$ cat config.mk
export PLATFORM = sky130hd
export DESIGN_NAME = shift_sequencer
export DESIGN_NICKNAME = d
export VERILOG_FILES = /design/src/rtl/shift_seq_pkg.sv /design/src/rtl/shift_sequencer.sv
export SDC_FILE = /design/constraint.sdc
export NUM_CORES = 1
export LEC_CHECK = 0
export CORE_UTILIZATION = 25
export DETAILED_ROUTE_END_ITERATION = 12
export GPL_TIMING_DRIVEN = 0
export RECOVER_POWER = 50
export SYNTH_ARGS = -nofsm -noshare
export SYNTH_HDL_FRONTEND = slang
export SYNTH_SLANG_ARGS = --single-unit
$ cat constraint.sdc
create_clock -name clk -period 3.18 [get_ports clk]
set_input_delay 0.477 -clock clk [delete_from_list [all_inputs] [get_ports clk]]
set_output_delay 0.477 -clock clk [all_outputs]
set_load 0.05 [all_outputs]
$ cat src/rtl/shift_seq_pkg.sv
// Shared types and constants for the iterative shift sequencer and its users.
package shift_seq_pkg;

    localparam int SEQ_W  = 8;
    localparam int SEQ_SW = 3;
    localparam int SEQ_CW = 4;

    localparam logic MODE_SHIFT = 1'b0;
    localparam logic MODE_ROT   = 1'b1;

    typedef enum logic [1:0] {
        IDLE = 2'd0,
        RUN  = 2'd1,
        DONE = 2'd2
    } seq_state_t;

endpackage

$ cat src/rtl/shift_sequencer.sv
// Iterative control stage around an external combinational barrel shifter.
// Optional feature macro: SHIFT_SEQUENCER_ABORT_EN adds an abort input honoured in RUN.
module shift_sequencer
    import shift_seq_pkg::*;
#(
    parameter int W  = SEQ_W,
    parameter int SW = SEQ_SW,
    parameter int CW = SEQ_CW
) (
    input  logic          clk,
    input  logic          rst,
    input  logic          start,
`ifdef SHIFT_SEQUENCER_ABORT_EN
    input  logic          abort,
`endif
    input  logic [W-1:0]  din,
    input  logic [SW-1:0] amt,
    input  logic          mode,
    input  logic [CW-1:0] steps,
    output logic [W-1:0]  shf_in,
    output logic [SW-1:0] shf_sel,
    output logic          shf_mode,
    input  logic [W-1:0]  shf_out,
    output logic          busy,
    output logic          done,
    output logic [W-1:0]  dout
);

    seq_state_t    state_q, state_d;
    logic [W-1:0]  acc_q, acc_d;
    logic [SW-1:0] amt_q, amt_d;
    logic          mode_q, mode_d;
    logic [CW-1:0] cnt_q, cnt_d;
    logic [W-1:0]  dout_q, dout_d;
    logic          abort_w;

`ifdef SHIFT_SEQUENCER_ABORT_EN
    assign abort_w = abort;
`else
    assign abort_w = 1'b0;
`endif

    always_ff @(posedge clk) begin
        if (rst) begin
            state_q <= IDLE;
            acc_q   <= '0;
            amt_q   <= '0;
            mode_q  <= 1'b0;
            cnt_q   <= '0;
            dout_q  <= '0;
        end else begin
            state_q <= state_d;
            acc_q   <= acc_d;
            amt_q   <= amt_d;
            mode_q  <= mode_d;
            cnt_q   <= cnt_d;
            dout_q  <= dout_d;
        end
    end

    always_comb begin
        state_d = state_q;
        acc_d   = acc_q;
        amt_d   = amt_q;
        mode_d  = mode_q;
        cnt_d   = cnt_q;
        dout_d  = dout_q;
        case (state_q)
            IDLE: begin
                if (start) begin
                    acc_d   = din;
                    amt_d   = amt;
                    mode_d  = mode;
                    cnt_d   = steps;
                    state_d = (steps != '0) ? RUN : DONE;
                end
            end
            RUN: begin
                // An aborted pass discards the shifter result so acc keeps its last value.
                if (abort_w) begin
                    state_d = IDLE;
                end else begin
                    acc_d = shf_out;
                    cnt_d = cnt_q - CW'(1);
                    if (cnt_q == CW'(1)) begin
                        state_d = DONE;
                    end
                end
            end
            DONE: begin
                dout_d  = acc_q;
                state_d = IDLE;
            end
            default: state_d = IDLE;
        endcase
    end

    assign shf_in   = acc_q;
    assign shf_sel  = amt_q;
    assign shf_mode = mode_q;
    assign busy     = (state_q != IDLE);
    assign done     = (state_q == DONE);
    // Bypass so the result is visible in the same cycle as the done pulse.
    assign dout     = done ? acc_q : dout_q;

endmodule

==> flow_summary_export.csv <==
group,metric,value,unit
status,outcome,"completed",
setup_path,start_kind,"flop",
clock_tree,cts_tree,"yes",
setup_path,crit_fanout,9,
clock_tree,cts_buffer_depth,2,
global_routing,overflow,0,
sta,max_freq,0.3862,GHz
setup_path,worstPathCellList,"nand2b_1 > buf_6 > mux2_1 > clkdlybuf4s50_1",
setup_path,worst_path_max_delay_cell,"clkdlybuf4s50_1",
clock_tree,cts_hold_buf,0,
clock_tree,cts_resized,0,
setup_path,reg2reg_to,"dout_q[4]",
setup_path,worstSetupPathType,"reg2out",
worst_hold_path,hold_depth,2,
setup_path,max_stage_delay,710,ps
floorplan,initial_utilization,26.00,%
global_routing,grt_antenna_before_repair,0,
sta,worstMarginPinSlew,516.4,ps
floorplan,ioPinCount,49,
sta,slew_headroom,65.50,%
floorplan,die-area,5230,um^2
clock_tree,numClockSinks,26,
placement,post-place-ws,906.9,ps
floorplan,core,4755,um^2
drt,final_antenna_net_count,0,
placement,io_buffers,48,
setup_path,worstPathRequired,2700,ps
sta,setup_tns,0,ps
layout,regArea,520.5,um^2
global_routing,grt_pass1_vias,1039,
layout,syn_to_final_growth,49.90,%
placement,gp_congestion,0.7139,
power_and_ir_drop,power_density,506.4,nW/um^2
sta,drv_slew,0,
sta,setup_slack,590.8,ps
global_routing,gr-usage-all-layers,12.00,%
sta,period_share,81.42,%
layout,n_fill_cell,503,
synthesis,ys_seq_area_share,42.11,%
setup_path,r2r_start,"state_q[0]",
sta,hold_violations,0,
drt,vias,1137,
clock_tree,h-tree-depth,1,
drt,wl,3010,um
placement,hpwlAfterDp,2198,um
synthesis,synthesis.area,1236,um^2
power_and_ir_drop,ir_worst_vdd,0.0001822,V
setup_path,crit_path_end_kind,"output pin",
sta,skew,0.6119,ps
synthesis,yosysUniqueCellTypes,30,
synthesis,synth_edf_count,0,
clock_tree,cts_root_buf,"clkbuf_8",
floorplan,rows,25,
sta,finalSetupViolations,0,
layout,multiInputGateArea,615.6,um^2
floorplan,die_w,72.32,um
power_and_ir_drop,leakagePower,0.7205,nW
worst_hold_path,min_path_type,"reg2reg",
layout,layout_common_cells,"47 x clkdlybuf4s50_1, 26 x dfxtp_1, 20 x nand2_1",
drt,wl_per_cell,11.85,um
synthesis,syn_nets,164,
synthesis,synth_seq_cells,26,
flow_run,maxCapViolCount,0,
drt,firstDrtPassIters,4,
synthesis,ys_dominant_reg_cell,"dfxtp_1",
drt,via_per_inst,4.476,
layout,insertedDiodeCount,0,
layout,final_common_cell,"clkdlybuf4s50_1",
synthesis,yosys_warnings,0,
sta,min_period,2589,ps
clock_tree,post_cts_buffers,0,
drt,drt_first_iter_violations,24,
worst_hold_path,min_to,"shf_sel[0]",
setup_path,cp.arrival,2110,ps
clock_tree,clkTransAtPathRegs,90,ps
setup_path,reg2reg_setup_slack,1780,ps
floorplan,die_h,72.32,um
synthesis,async_reset_ff_share,0,%
layout,num-nets-final,217,
worst_hold_path,hold_start,"shf_sel[0]",
global_routing,grt_max_degree,16,
drt,route.detailed.drc,0,
setup_path,worstRegToRegCells,4,
synthesis,syn_area_per_cell,9.157,um^2
layout,layout-drive-gt1-share,9.626,%
synthesis,synthCells,135,
sta,grt_setup_unrepaired,"false",
global_routing,grt_pass1_wl,4905,um
clock_tree,numCtsBuffers,3,
clock_tree,clk_latency,260,ps
-- how the worst max path moves through the flow --
| stage | startpoint | to | slack [ps] | cells past startpoint |
|---|---|---|---|---|
| detailed placement | state_q[0] | dout[7] | 910 | 4 |
| global placement | state_q[0] | dout[7] | 920 | 4 |
| finish | state_q[0] | dout[4] | 590 | 4 |
| floorplan | state_q[0] | dout[0] | 1630 | 3 |
| CTS | state_q[0] | dout[7] | 590 | 4 |
| global route | state_q[0] | dout[4] | 460 | 4 |
-- per-stage QoR --
step                      cell area, um^2  hold slack [ps]  cells  total power, mW  utilization, %
after detailed placement             1800            477.1    250           0.6813           37.87
after floorplan                      1236            499.9    135           0.5737               -
after global placement               1800            461.0    250           0.6797           37.87
after CTS                            1872            493.5    254           0.9576           39.37
final                                1853            488.9    254           0.9384           38.97
after global routing                 1853            529.6    254           0.9925           38.97
-- area by class of cell --
type / instances / share of cell area (%)
timing repair buffer: 48 / 25.93
clock inverter: 1 / 1.621
multi-input combinational: 95 / 33.22
buffer: 9 / 3.376
tap: 67 / 4.524
inverter: 5 / 1.013
clock buffer: 3 / 2.228
sequential: 26 / 28.09
-- cells by family (layout without fill, tap and decap cells) --
logic type	count (synthesis)	after routing	share of synthesized area, %
and+or+nand+nor	56	56	22.37
AOI/OAI and AO/OA	29	29	17.21
DFF	26	26	42.11
buffers and inverters	14	66	6.579
muxes	8	8	9.717
adders and majority gates	2	2	2.024
-- critical path, delay by kind of cell (launching register included) --
kind | cells | cell delay [ps]
flip-flops | 1 | 450
multiplexers | 1 | 360
buffers and inverters | 2 | 870
AND/OR/NAND/NOR | 1 | 160
-- cell usage after synthesis, types with 2 or more instances --
master	count	area share [%]
dfxtp_1	26	42
nand2_1	20	6.1
nor2_1	12	3.6
a311oi_1	9	6.4
nor2b_1	9	4.6
mux2_4	8	9.7
a21oi_1	6	2.4
o21ai_0	6	2.4
inv_1	5	1.5
nand2b_1	5	2.5
buf_4	3	1.8
buf_2	2	0.81
buf_6	2	1.8
clkbuf_1	2	0.61
ha_1	2	2.0
nand3b_1	2	1.2
nor3_1	2	0.81
nor4_1	2	1.0
-- power breakdown --
| part | internal (mW) | switching [mW] | total (mW) | leakage [nW] |
|---|---|---|---|---|
| clock network | 0.168 | 0.102 | 0.271 | 0.0357 |
| logic | 0.125 | 0.166 | 0.291 | 0.471 |
| registers | 0.354 | 0.0233 | 0.377 | 0.214 |
-- registers in the layout, indices dropped and copies added, names as in the netlist --
signal,count
shf_mode,1
dout_q,8
shf_sel,3
shf_in,8
cnt_q,4
state_q,2
-- per-layer routing --
layer	up-vias	wire length, um	GRT usage (%)
met5	-	0	0
met4	0	18	2.614
met3	2	133	2.361
met2	25	1417	20.15
met1	531	1440	15.90
li1	579	-	-
(Power assumes the default switching activity.)
